File: config.mk
export PLATFORM = sky130hd
export DESIGN_NAME = ram_arbiter
export DESIGN_NICKNAME = d
export VERILOG_FILES = /design/src/rtl/ram_arb_pkg.sv /design/src/rtl/rr_pick.sv /design/src/rtl/ram_arbiter.sv
export SDC_FILE = /design/constraint.sdc
export NUM_CORES = 1
export LEC_CHECK = 0
export ABC_CLOCK_PERIOD_IN_PS = 1500
export BUFFER_PORTS_ARGS = -buffer_cell sky130_fd_sc_hd__buf_2
export CAP_MARGIN = 20
export CORE_ASPECT_RATIO = 0.9
export CORE_MARGIN = 3
export CORE_UTILIZATION = 41
export CTS_CLUSTER_SIZE = 20
export DETAILED_ROUTE_END_ITERATION = 8
export PLACE_DENSITY = 0.75
export SLEW_MARGIN = 10
export SYNTH_ARGS = -nofsm -noshare
export SYNTH_HDL_FRONTEND = slang
export SYNTH_SLANG_ARGS = --single-unit
File: constraint.sdc
create_clock -name clk -period 1.5 [get_ports clk]
set_input_delay 0.225 -clock clk [delete_from_list [all_inputs] [get_ports clk]]
set_output_delay 0.225 -clock clk [all_outputs]
set_load 0.02 [all_outputs]
File: src/rtl/ram_arb_pkg.sv
// rtl/ram_arb_pkg.sv - shared types and constants for the data RAM arbiter
// Contents:
//   state_e  arbiter FSM states (IDLE, ACCESS, DONE)
//   NPORTS   number of requesters sharing the RAM
//   RAM_AW   default RAM address width (32 entries)
//   RAM_DW   default RAM data width
package ram_arb_pkg;

  localparam int NPORTS = 2;
  localparam int RAM_AW = 5;
  localparam int RAM_DW = 8;

  typedef enum logic [1:0] {
    IDLE   = 2'd0,
    ACCESS = 2'd1,
    DONE   = 2'd2
  } state_e;

endpackage

File: src/rtl/rr_pick.sv
// rtl/rr_pick.sv - combinational round-robin picker
// Ports:
//   req_i         request vector, one bit per requester
//   last_grant_i  id of the most recent winner
//   grant_o       id of the chosen requester (meaningful only with valid_o)
//   valid_o       at least one request is pending
module rr_pick #(
  parameter int N  = 2,
  parameter int IW = (N > 1) ? $clog2(N) : 1
) (
  input  logic [N-1:0]  req_i,
  input  logic [IW-1:0] last_grant_i,
  output logic [IW-1:0] grant_o,
  output logic          valid_o
);

  // The search starts just after the last winner, so the requester that was
  // served most recently has the lowest priority in the next contention.
  always_comb begin
    logic [IW-1:0] idx;
    grant_o = '0;
    valid_o = 1'b0;
    idx     = '0;
    for (int k = 1; k <= N; k++) begin
      idx = IW'((int'(last_grant_i) + k) % N);
      if (!valid_o && req_i[idx]) begin
        grant_o = idx;
        valid_o = 1'b1;
      end
    end
  end

endmodule

File: src/rtl/ram_arbiter.sv
// rtl/ram_arbiter.sv - round-robin two-port arbiter in front of the 32x8 data RAM
// Ports:
//   clk, rst_n             system clock, asynchronous active-low reset
//   req0/we0/addr0/wdata0  port 0 (CPU datapath) request and operands
//   req1/we1/addr1/wdata1  port 1 (loader/DMA) request and operands
//   done0/done1            one-cycle completion pulse per port
//   rdata0/rdata1          last read data per port, held until its next read
//   busy                   arbiter is in ACCESS or DONE
//   ram_addr/ram_data_in   RAM address and write data (hold last latched value)
//   ram_we                 RAM write enable, only during ACCESS of a write
//   ram_data_out           combinational RAM read data for ram_addr
module ram_arbiter
  import ram_arb_pkg::*;
#(
  parameter int AW = RAM_AW,
  parameter int DW = RAM_DW
) (
  input  logic          clk,
  input  logic          rst_n,
  input  logic          req0,
  input  logic          req1,
  input  logic          we0,
  input  logic          we1,
  input  logic [AW-1:0] addr0,
  input  logic [AW-1:0] addr1,
  input  logic [DW-1:0] wdata0,
  input  logic [DW-1:0] wdata1,
  output logic          done0,
  output logic          done1,
  output logic [DW-1:0] rdata0,
  output logic [DW-1:0] rdata1,
  output logic          busy,
  output logic [AW-1:0] ram_addr,
  output logic [DW-1:0] ram_data_in,
  output logic          ram_we,
  input  logic [DW-1:0] ram_data_out
);

  localparam int PW = $clog2(NPORTS);

  state_e          state_q, state_d;
  logic [PW-1:0]   last_grant_q, last_grant_d;
  logic [PW-1:0]   lat_port_q, lat_port_d;
  logic            lat_we_q, lat_we_d;
  logic [AW-1:0]   lat_addr_q, lat_addr_d;
  logic [DW-1:0]   lat_wdata_q, lat_wdata_d;
  logic [DW-1:0]   rdata0_q, rdata0_d;
  logic [DW-1:0]   rdata1_q, rdata1_d;

  logic [NPORTS-1:0] req_vec;
  logic [PW-1:0]     pick_id;
  logic              pick_valid;

  assign req_vec = {req1, req0};

  rr_pick #(
    .N  (NPORTS),
    .IW (PW)
  ) u_pick (
    .req_i        (req_vec),
    .last_grant_i (last_grant_q),
    .grant_o      (pick_id),
    .valid_o      (pick_valid)
  );

  always_comb begin
    state_d      = state_q;
    last_grant_d = last_grant_q;
    lat_port_d   = lat_port_q;
    lat_we_d     = lat_we_q;
    lat_addr_d   = lat_addr_q;
    lat_wdata_d  = lat_wdata_q;
    rdata0_d     = rdata0_q;
    rdata1_d     = rdata1_q;

    unique case (state_q)
      IDLE: begin
        if (pick_valid) begin
          state_d      = ACCESS;
          last_grant_d = pick_id;
          lat_port_d   = pick_id;
          if (pick_id == PW'(0)) begin
            lat_we_d    = we0;
            lat_addr_d  = addr0;
            lat_wdata_d = wdata0;
          end else begin
            lat_we_d    = we1;
            lat_addr_d  = addr1;
            lat_wdata_d = wdata1;
          end
        end
      end
      ACCESS: begin
        state_d = DONE;
        // The RAM read is combinational on ram_addr, so the data is ready
        // within ACCESS and is captured on the edge that leaves it.
        if (!lat_we_q) begin
          if (lat_port_q == PW'(0)) begin
            rdata0_d = ram_data_out;
          end else begin
            rdata1_d = ram_data_out;
          end
        end
      end
      DONE: begin
        // Requests are deliberately not sampled here; a held req is taken
        // as a fresh request in the following IDLE cycle.
        state_d = IDLE;
      end
      default: begin
        state_d = IDLE;
      end
    endcase
  end

  always_ff @(posedge clk or negedge rst_n) begin
    if (!rst_n) begin
      state_q      <= IDLE;
      // Port 1 counts as the last winner so port 0 wins the first contention.
      last_grant_q <= PW'(NPORTS - 1);
      lat_port_q   <= '0;
      lat_we_q     <= 1'b0;
      lat_addr_q   <= '0;
      lat_wdata_q  <= '0;
      rdata0_q     <= '0;
      rdata1_q     <= '0;
    end else begin
      state_q      <= state_d;
      last_grant_q <= last_grant_d;
      lat_port_q   <= lat_port_d;
      lat_we_q     <= lat_we_d;
      lat_addr_q   <= lat_addr_d;
      lat_wdata_q  <= lat_wdata_d;
      rdata0_q     <= rdata0_d;
      rdata1_q     <= rdata1_d;
    end
  end

  // ram_we decodes from the state register, so an asynchronous reset in
  // ACCESS removes the write strobe before the next clock edge.
  assign ram_we      = (state_q == ACCESS) && lat_we_q;
  assign ram_addr    = lat_addr_q;
  assign ram_data_in = lat_wdata_q;
  assign done0       = (state_q == DONE) && (lat_port_q == PW'(0));
  assign done1       = (state_q == DONE) && (lat_port_q == PW'(1));
  assign busy        = (state_q != IDLE);
  assign rdata0      = rdata0_q;
  assign rdata1      = rdata1_q;

endmodule

**Word level (Yosys, flattened, before mapping)**

Index checks and enable logic that the tools add are counted.

- Register bits after elaboration: 34
- Word-level logic and storage cells: 40

- Equal/unequal tests: 3
- Add/subtract/negate cells: 2
- Order comparisons: 2
- Bitwise gates (word level): 2
- Reduce and logical (&&, ||, !) cells: 10
- Multiplexer cells: 13

Operators with widths:

| cell | number |
|---|---|
| 1-bit two-way mux | 9 |
| 8-bit two-way mux | 1 |
| 3-bit AND reduction | 2 |
| 5-bit two-way mux | 1 |
| 1-bit logical AND | 4 |
| 1-bit by 2-bit < comparator with 1-bit output (second input constant) | 2 |
| 2-bit one-hot mux with 2 select lines | 1 |
| 1-bit adder (second input constant) | 2 |
| 2-bit by 1-bit equality test with 1-bit output (second input constant) | 1 |
| 2-bit equality test (second input constant) | 1 |
| 2-bit logical NOT | 1 |
| 2-bit two-way mux | 1 |
| 2-bit inequality test (second input constant) | 1 |
| 1-bit inverter | 2 |
| 2-bit AND reduction | 1 |
| 2-bit nonzero test | 1 |
| 1-bit logical NOT | 1 |

**Longest topological paths before layout**

Gate-level depths: netlist (run 1).

- Depth after elaboration: 9
- Depth in mapped cells: 5

**Cells and area by module**

From an unflattened synthesis (run 1), not the netlist that was laid out.

- Cell total of the unflattened synthesis: 94
- Area total of the unflattened synthesis: 1,501.4 um^2

Modules (own cells, without submodules):

| module | area an instance (um^2) | seq. area each (um^2) | instances | cells each |
|---|---|---|---|---|
| ram_arbiter | 1,487.7 | 852.1 | 1 | 92 |
| rr_pick | 13.8 | 0.0 | 1 | 2 |

**Worst setup path after synthesis (run 1)**

Ideal clock, no wire load.

- Path kind: register -> register
- Start: reg last_grant_q
- End: reg lat_we_q
- Arrival time: 1,437 ps
- Data required time: 1,375 ps
- Path slack: -61 ps
- Clock period less this slack: 1,561 ps
- Path buffers: 2
- Cell stages (with the launch flop): 6
- Path through: dfstp_2 -> a21bo_1 -> buf_6 -> buf_6 -> mux2_4 -> mux2_2

- Longest elaborated chain between the ends: 8
- Elaborated cells on any way between the ends: 14

RTL lines:

| item | line | RTL |
|---|---|---|
| from (decl) | ram_arbiter.sv:42 | `logic [PW-1:0] last_grant_q, last_grant_d;` |
| from (signal assigned) | ram_arbiter.sv:120 | `last_grant_q <= PW'(NPORTS - 1);` |
| from (signal assigned) | ram_arbiter.sv:129 | `last_grant_q <= last_grant_d;` |
| 1-bit adder | rr_pick.sv:25 | `idx = IW'((int'(last_grant_i) + k) % N);` |
| 1-bit two-way mux (not written as such) (2 in series) | rr_pick.sv:26 | `if (!valid_o && req_i[idx]) begin` |
| 1-bit two-way mux | rr_pick.sv:26 |  |
| 1-bit logical NOT | rr_pick.sv:26 |  |
| 1-bit logical AND | rr_pick.sv:26 |  |
| 1-bit two-way mux | rr_pick.sv:26 |  |
| 1-bit two-way mux / 2-bit AND reduction (equally long branches) | n/a |  |
| to (signal assigned) | ram_arbiter.sv:131 | `lat_we_q <= lat_we_d;` |
| to (decl) | ram_arbiter.sv:44 | `logic lat_we_q, lat_we_d;` |

Several ways; a longest one is shown, not always the timed one. The select of a mux whose other input is x is not followed.
A chain may end at the register's enable or synchronous reset.

**Final worst setup path (run 1)**

- Start: reg last_grant_q
- End: reg lat_wdata_q[5] (netlist: ram_data_in[5])

- Longest elaborated chain between the ends: 8
- Elaborated cells on any way between the ends: 14

RTL lines:

| item | line | RTL |
|---|---|---|
| 1-bit adder | rr_pick.sv:25 |  |
| 1-bit two-way mux (not written as such) (2 in series) | rr_pick.sv:26 |  |
| 1-bit two-way mux | rr_pick.sv:26 |  |
| 1-bit logical NOT | rr_pick.sv:26 |  |
| 1-bit logical AND | rr_pick.sv:26 |  |
| 1-bit two-way mux | rr_pick.sv:26 |  |
| 8-bit two-way mux / 2-bit AND reduction (equally long branches) | n/a |  |
| to (signal assigned) | ram_arbiter.sv:133 | `lat_wdata_q <= lat_wdata_d;` |
| to (decl) | ram_arbiter.sv:46 | `logic [DW-1:0] lat_wdata_q, lat_wdata_d;` |

Several ways; a longest one is shown, not always the timed one. The select of a mux whose other input is x is not followed.

==> results of run 1 <==
## sequential cells by signal, summed over array words and instances (netlist names)
signal and flops:
ram_data_in 8, rdata0 8, rdata1 8, ram_addr 5, state_q 2, last_grant_q 1
lat_port_q 1, lat_we_q 1
## how the worst max path moves through the flow
stage                                  start                    endpoint  cells after the start
global route        last_grant_q$_DFFE_PN1P_     ram_addr[1]$_DFFE_PN0P_                      4
global placement    last_grant_q$_DFFE_PN1P_     ram_addr[2]$_DFFE_PN0P_                      4
finish              last_grant_q$_DFFE_PN1P_  ram_data_in[5]$_DFFE_PN0P_                      4
CTS                 last_grant_q$_DFFE_PN1P_  ram_data_in[5]$_DFFE_PN0P_                      4
detailed placement  last_grant_q$_DFFE_PN1P_  ram_data_in[5]$_DFFE_PN0P_                      4
floorplan           last_grant_q$_DFFE_PN1P_        lat_we_q$_DFFE_PN0P_                      5
## per-stage QoR
stage | power (W) | std cells | utilization, %
4_1_cts | 0.00471 | 227 | 62.5
3_5_place_dp | 0.00389 | 216 | 57.3
6_report | 0.00490 | 228 | 64.7
2_1_floorplan | 0.00308 | 96 | -
3_3_place_gp | 0.00379 | 216 | 57.3
5_1_grt | 0.00519 | 228 | 64.7
## cells by family after synthesis
logic type,Yosys count
AOI/OAI and AO/OA,5
buffers and inverters,6
DFF,34
muxes,44
and+or+nand+nor,7
## critical path: cells and delay by family, from the launching register on
| family | cells | cell delay (ps) |
|---|---|---|
| buffers and inverters | 1 | 150 |
| multiplexers | 2 | 560 |
| flip-flops | 1 | 550 |
| AO/OA/AOI/OAI | 1 | 180 |
## layer usage
layer | vias to the layer above | wire (um)
li1 | 516 | -
met1 | 564 | 1500
met2 | 30 | 1860
met3 | 2 | 144
met4 | 0 | 28
met5 | - | 0
## cells in the mapped netlist
cell / n / area [um2]
a21bo_1: 1 / 10.0
a21oi_1: 1 / 5.00
a31oi_1: 1 / 6.26
and2_1: 1 / 6.26
and2b_1: 1 / 7.51
and3b_1: 2 / 17.5
buf_2: 2 / 10.0
buf_6: 2 / 22.5
dfrtp_1: 33 / 826
dfstp_2: 1 / 26.3
inv_1: 2 / 7.51
mux2_2: 35 / 394
mux2_4: 9 / 135
nor2_1: 1 / 3.75
nor3b_1: 1 / 7.51
nor3b_2: 1 / 12.5
o21ai_1: 1 / 5.00
o2bb2ai_1: 1 / 8.76
## where the power goes
| group | leakage, nW | internal, W | total [W] | switching [W] |
|---|---|---|---|---|
| logic | 0.735 | 0.00130 | 0.00254 | 0.00123 |
| clock network | 0.0472 | 0.000368 | 0.000685 | 0.000317 |
| registers | 0.403 | 0.00140 | 0.00168 | 0.000280 |
| total | 1.19 | 0.00307 | 0.00490 | 0.00183 |
## cell type report
type                            count  area [um2]  share of cell area, %
Tap cell                           44        55.1                   2.46
Clock buffer                        6        82.6                   3.70
Sequential cell                    34         852                   38.1
Timing Repair Buffer               84         502                   22.5
Clock inverter                      2        12.5                  0.560
Multi-Input combinational cell     56         723                   32.4
Inverter                            2        7.51                  0.336
## what timing repair did
item                                   in CTS  in global routing
setup endpoints to repair                  14                 22
cloned                                      1                  0
resized for setup                          12                 18
setup buffers                               1                  1
hold buffers                                1                  0
endpoints found under the hold margin      33                  0
pin swaps                                   1                  1
==> run metrics, run 1 <==
Port Buffers 72; r2r endpoint ram_data_in[5]$_DFFE_PN0P_; clock root buffer clkbuf_8; grt met2 use about 28%; Chip Height 63.6 um; routability cong. around 0.72; DRT antenna net count 0; Clock Skews 1.52 ps; full die area ~0.0045 mm2; pre-CTS WS -78.5 ps; min Tclk post-route between 1500 and 2000 ps; flops & latches, synth 34; Max VDD drop 0.921 mV; Cell variety after synth 18; critical setup path kind reg2reg; multiplexer share of the synthesized area 35.0%; Ys Warns 0; first-pass GRT wire length between 5000 and 6000 um; Hold EP last_grant_q$_DFFE_PN1P_; met3 Use GR 6.38%; CTS H-tree lvls 2; WL final 3530 um; CTS tree done; slowest cell delay on critical path 550 ps; Post-Synth Simple-Gate Area 3.64%; Hold/Removal Path Class in2reg; GRT Total Usage between 10% and 20%; worst r2r path cells 4; final setup TNS -588 ps; run status complete, but fails checks; max-cap viol count 0; Starting DRT DRC Count 41; Fill cells around 270; Max clock buf depth 2; # IOs 73; final cycle utilization of the critical path 103%; Post-Synth Adder-Cell Area 0%; Avg Inst Size Synth between 15 and 20 um2; row count 20; core area 0.00345 mm2; Critical R2R Launch last_grant_q$_DFFE_PN1P_; PD cells 2190 mW/mm2; HP Start req0; design area 0.00223 mm2; Slowest-stage cell, CP dfstp_2; CP most frequent cell mux2_4; Startpoint Class flop; reg-to-reg setup timing slack -50 ps; Leakage 1.19 nW; commonest non-fill, non-tap cell in the layout buf_2; failing checks setup timing; # diodes 0; starting density of the core 43.8%; vias 1112; post-DP HPWL between 2000 and 3000 um; clock latency on the worst-skew pair 280 ps; Area Growth Syn to Fin 47.8%; Final Max Slew Viols 0; Remaining DRCs 0; TritonCTS buffer count 5; Synth Net Count 136; largest family of logic cells by synthesized area multiplexers; final hold violation count 0; Overflow after GRT 0; cells after synthesis 96; CP endpoint kind flop; crit-path cells a21bo_4 > buf_12 > mux2_4 > mux2_4; Worst-Margin Slew 428 ps; vias in the first global route 1186; clock sink total 34; Clock Pin Slew Worst Setup and Hold Paths 70 ps; CP Max Fanout 7; Synth Area in XOR/XNOR 0%; largest net degree at the start of global routing 35; RSZ-0062 raised after global routing true; first drt pass iteration count 4; Total Nets Final 223; WP data required 1660 ps; Cell Area, Placed 0.00198 mm2; Synth Area in Compound Gates 2.32%; initial antenna violation count 0; global routing's busiest layer met2; most frequent cells in the layout buf_2, mux2_4, dfrtp_1, mux2_2, buf_4; Setup violations, final 14; vias per cell 4.88; Hold Slack approximately 160 ps; met1 GRT Util 20.4%; register area share after synthesis 56.4%; die width 70 um; max frequency 645 MHz; Routed WL per cell roughly 15 um; Final WS setup -51.5 ps; Arr. time, crit path approximately 1700 ps; share of post-route cells with drive strength above 1 75.5%; relative slew slack between 70% and 80%; post-synthesis cell area 0.00151 mm2; WHS Path Cells 2
Power figures use the tool's default switching activity.
==> run 2, diff against run 1 <==
- CORE_ASPECT_RATIO: 0.9 -> unset
==> run 2 against run 1 <==
Compared with the run above: the run still ends with setup timing left; sequential power is essentially flat; non-clock buffer count shrank 1; cell area shrank 3.9%; cell count grew 0.44%; core utilization shrank 2.3 points; critical endpoint is now ram_addr[4]$_DFFE_PN0P_; clock-buffer cell count grew 2.
==> run metrics, run 2 (same netlist as run 1, synthesis figures left out) <==
Net Sw Power 0.00178 W; first drt pass iteration count 4; Clock Skews 9.06 ps; final cycle utilization of the critical path 103%; Worst-Margin Slew 497 ps; wire length on met3 between 150 and 200 um; Leakage 1.13 nW; WL met1 1370 um; die width 66.7 um; DRT antenna net count 0; routed wl met2 about 1900 um; Total Nets Final 222; max frequency between 600 and 700 MHz; clock share of power 14.2%; PD cells approximately 2200 mW/mm2; fin util around 62%; initial antenna violation count 0; CTS H-tree lvls 2; Routed WL per cell roughly 15 um; vias in the first global route 1137; post-DP HPWL between 2000 and 3000 um; Setup violations, final 14; Top Metal Used met4; most frequent cells in the layout buf_2, dfrtp_1, mux2_4, mux2_2, buf_4; final hold violation count 0; Final WS setup -40.5 ps; Starting DRT DRC Count 45; vias 1096; Clock Pin Slew Worst Setup and Hold Paths around 60 ps; WP data required between 1500 and 2000 ps; core area 0.00344 mm2; clock sink total 34; sequential power share 35.4%; routability cong. 0.668; failing checks setup timing; share of post-route cells with drive strength above 1 73.8%; # IOs 73; Arr. time, crit path 1700 ps; first-pass GRT wire length 5250 um; P_int 0.00295 W; clock latency on the worst-skew pair 280 ps; relative slew slack 66.9%; WL final 3520 um; # diodes 0; full die area 0.00445 mm2; min Tclk post-route 1540 ps; Comb pwr share slightly above 50%; CP Max Fanout 8; Port Buffers 72; Area Growth Syn to Fin 42.1%; Fill cells 283; largest net degree at the start of global routing 23; Final Max Slew Viols 0; Max clock buf depth 2; Hold/Removal Path Class in2reg; sw frac a little under two fifths; RSZ-0062 raised after global routing true; Remaining DRCs 0; final setup TNS -481 ps; commonest non-fill, non-tap cell in the layout buf_2; CP endpoint kind flop; Overflow after GRT 0; GRT Total Usage 16.3%; max-cap viol count 0; run status complete, but fails checks; starting density of the core 43.9%; Max VDD drop between 1 and 1.5 mV; CTS tree done; row count 21; Chip Height 66.7 um; vias per cell 4.79; TritonCTS buffer count 5; clock root buffer clkbuf_8; Startpoint Class flop; critical setup path kind reg2reg
==> run 2: power by group through the flow <==
stage	combinational, W	clock (W)	sequential, W
after CTS	0.00224	0.000684	0.00166
final	0.00238	0.000671	0.00168
after floorplan	0.000940	0	0.00214
after global placement	0.00214	0	0.00163
after detailed placement	0.00221	0	0.00167
after global routing	0.00253	0.000733	0.00173
==> run 2: worst paths after layout <==
| kind | start | end | slack [ps] | depth (start not counted) |
|---|---|---|---|---|
| worst max-delay path | last_grant_q$_DFFE_PN1P_ | ram_addr[4]$_DFFE_PN0P_ | -40 | 4 |
| worst min-delay path | req0 | last_grant_q$_DFFE_PN1P_ | 160 | 2 |
| worst max register to register | last_grant_q$_DFFE_PN1P_ | ram_addr[4]$_DFFE_PN0P_ | -40 | 4 |
| worst min register to register | ram_data_in[5]$_DFFE_PN0P_ | ram_data_in[5]$_DFFE_PN0P_ | 500 | 1 |
| max in group asynchronous | rst_n | rdata0[6]$_DFFE_PN0P_ | 480 | 3 |
| min in group asynchronous | rst_n | rdata0[1]$_DFFE_PN0P_ | 450 | 2 |
==> run 2: worst max-delay path: stages (launching register included) <==
cell,delay (ps)
dfstp_2,530
a21bo_1,160
buf_6,170
mux2_4,300
mux2_2,260
==> run 2: layout make-up <==
type	instances	area, um2	area share, %
Sequential cell	34	852	39.7
Multi-Input combinational cell	56	683	31.8
Timing Repair Buffer	83	457	21.3
Clock buffer	8	90.1	4.20
Tap cell	46	57.6	2.68
Inverter	2	7.51	0.350
==> run 2: timing repair <==
item | in CTS | in global routing
endpoints found under the hold margin | 20 | 0
setup buffers | 0 | 1
resized for setup | 7 | 13
pin swaps | 1 | 0
hold buffers | 1 | 0
setup endpoints to repair | 14 | 23
==> run 2: metal layers <==
| metal | global-route usage, % | vias to the layer above |
|---|---|---|
| met2 | 29.1 | 44 |
| met5 | 0 | - |
| met3 | 4.05 | 7 |
| met1 | 18.1 | 534 |
| met4 | 7.61 | 0 |
| li1 | - | 511 |
==> run 2: metrics by stage <==
stage	instance area (um2)	power, W	instances	hold slack (ps)	worst slack [ps]
after floorplan	1520	0.00308	96	-70.6	-45.1
after global placement	1960	0.00377	219	214	5.61
after detailed placement	1960	0.00389	219	214	-30.0
after CTS	2090	0.00459	228	139	-37.3
after global routing	2150	0.00500	229	167	-107
final	2150	0.00473	229	155	-40.5
==> run 3, diff against run 2 <==
- HOLD_SLACK_MARGIN: unset -> 0.06
- SYNTH_HIERARCHICAL: unset -> 1
==> run 3 against run 2 <==
Compared with the run above: the run now ends clean; worst hold slack better by 29 ps; area after synthesis decreased by 0.66%; register-to-register slack better by 97 ps; clock skew is 3.9 ps lower; critical path type unchanged; largest power group unchanged.
==> run metrics, run 3 <==
vias per cell just under 5; Comb pwr share 44.9%; dominant cells by area after synthesis dfrtp_1, mux2_2, dfstp_2; top-count cell post-synth mux2_2; EDFF count, synth 0; Starting DRT DRC Count 24; most frequent cells in the layout buf_2, mux2_2, dfrtp_1, clkbuf_8, buf_4; CP endpoint rdata0[1]$_DFFE_PN0P_; cells after synthesis 94; crit-path cells nor4b_4 > buf_4 > mux2_2; clock root buffer clkbuf_8; final setup TNS 0 ps; register area share after synthesis 56.8%; core area 0.00344 mm2; sequential power share 36.8%; Post-synth ARST share 100%; Critical R2R Launch state_q[1]$_DFFE_PN0P_; post-DP HPWL 2400 um; vias 1071; design area a little over 0.002 mm2; Synth area leader dfrtp_1; row count 21; clock share of power 18.3%; Leakage 1.00 nW; commonest non-fill, non-tap cell in the layout buf_2; die width 66.5 um; starting density of the core 43.6%; Port Buffers 72; Clock Pin Slew Worst Setup and Hold Paths 70 ps; max-cap viol count 0; Avg Inst Size Synth 16.0 um2; Hold/Removal Path Class in2reg; slowest cell delay on critical path approximately 470 ps; Chip Height 66.5 um; # IOs 73; r2r endpoint rdata0[1]$_DFFE_PN0P_; Startpoint Class flop; critical setup path kind reg2reg; Cell variety after synth 15; CTS H-tree lvls 2; Max clock buf depth 2; clock sink total 34; largest net degree at the start of global routing 20; Total Nets Final 216; Setup violations, final 0; WP data required 1670 ps; # diodes 0; reg-to-reg setup timing slack about 57 ps; Remaining DRCs 0; final cycle utilization of the critical path 96.2%; GRT Total Usage 15.1%; Routed WL per cell between 10 and 15 um; clock latency on the worst-skew pair ~280 ps; Synth Net Count 134; Cell Area, Placed about 0.0019 mm2; worst r2r path cells 3; P_int 0.00293 W; Clock Skews 5.11 ps; full die area 0.00442 mm2; Worst Setup SP state_q[1]$_DFFE_PN0P_; Overflow after GRT 0; synth cell count leaders mux2_2, dfrtp_1, buf_2; min Tclk post-route 1440 ps; RSZ-0062 raised after global routing false; flops & latches, synth 34; Max VDD drop between 1 and 1.5 mV; Worst-Margin Slew 359 ps; Area Growth Syn to Fin 38.4%; final hold violation count 0; vias in the first global route 1133; relative slew slack 76.0%; initial antenna violation count 0; CP endpoint kind flop; first drt pass iteration count 4; share of post-route cells with drive strength above 1 80.7%; Net Sw Power about 0.0017 W; WL final 3090 um; Arr. time, crit path about 1600 ps; CTS tree done; Final Max Slew Viols 0; first-pass GRT wire length 4940 um; DRT antenna net count 0; post-synthesis cell area 0.00150 mm2; Ys Warns 6; TritonCTS buffer count 5; Slowest-stage cell, CP dfrtp_2; Hold Slack 184 ps; Most used DFF post-synth dfrtp_1; max frequency around 700 MHz; CP Max Fanout 8; sw frac between 30 and 40%; routability cong. approximately 0.70; run status complete, no violations; Synth top area share 55.0%; PD cells 2220 mW/mm2
run 3: cell types whose count changed after synthesis, moves of 2 or more:
cell / delta
mux2_2: +11
mux2_4: -9
inv_1: -2
and3b_1: -2
run 3: timing repair:
action | 4_1_cts | 5_1_grt
hold buffers | 1 | 0
cloned | 0 | 0
hold endpoints to repair | 14 | 0
resized for setup | 2 | 4
setup buffers | 0 | 0
endpoints found under the setup margin | 2 | 4
run 3: worst min-delay path by stage:
stage / start / end / slack (ps) / cells after the start
2_1_floorplan: rst_n / lat_port_q$_DFFE_PN0P_ / -70 / 0
3_3_place_gp: rst_n / ram_data_in[3]$_DFFE_PN0P_ / 150 / 1
3_5_place_dp: rst_n / ram_data_in[3]$_DFFE_PN0P_ / 160 / 1
4_1_cts: ram_data_out[5] / rdata1[5]$_DFFE_PN0P_ / 170 / 2
5_1_grt: ram_data_out[4] / rdata0[4]$_DFFE_PN0P_ / 180 / 2
6_report: ram_data_out[4] / rdata0[4]$_DFFE_PN0P_ / 180 / 2
run 3: layer usage:
layer  up-vias  GRT usage [%]  part of all wire (%)
li1        498              -                     -
met1       507           16.5                    37
met2        61           24.8                    48
met3         5           6.91                    13
met4         0           6.85                   1.6
met5         -              0                     0
run 3: worst max-delay path: cells and delay by family (launching register included):
| kind | cells | cell delay, ps |
|---|---|---|
| AND/OR/NAND/NOR | 1 | 290 |
| buffers and inverters | 1 | 220 |
| flip-flops | 1 | 470 |
| multiplexers | 1 | 350 |
run 3: final cells by class:
cell class              instances  area, um2
clock buffers                   6       82.6
clock inverters                 1       30.0
fillers                       293       1360
multi-input cells              56        634
flip-flops and latches         34        855
well taps                      46       57.6
repair buffers                 79        419
run 3: power groups by stage:
stage / logic, W / clock network, W / registers, W
floorplan: 0.000912 / 0 / 0.00218
global placement: 0.00204 / 0 / 0.00167
detailed placement: 0.00209 / 0 / 0.00170
CTS: 0.00210 / 0.000861 / 0.00170
global route: 0.00223 / 0.000916 / 0.00176
finish: 0.00207 / 0.000843 / 0.00170
run 3: cell families (layout without fill, tap and decap cells):
logic type / count (synthesis) / count (layout) / share of synthesized area [%]
mux: 46 / 46 / 34.5
flops: 34 / 34 / 56.8
simple gates: 9 / 9 / 6.50
buf+inv: 4 / 86 / 1.75
compound gates: 1 / 1 / 0.500
run 3: stage by stage:
| step | utilization [%] | setup WS, ps | std cells | power [W] |
|---|---|---|---|---|
| after floorplan | - | 14.1 | 94 | 0.00309 |
| after global placement | 56.3 | 61.3 | 214 | 0.00371 |
| after detailed placement | 56.3 | 15.4 | 214 | 0.00380 |
| after global routing | 60.4 | 8.89 | 222 | 0.00490 |
| after CTS | 60.0 | 23.1 | 222 | 0.00466 |
| final | 60.4 | 56.5 | 222 | 0.00461 |
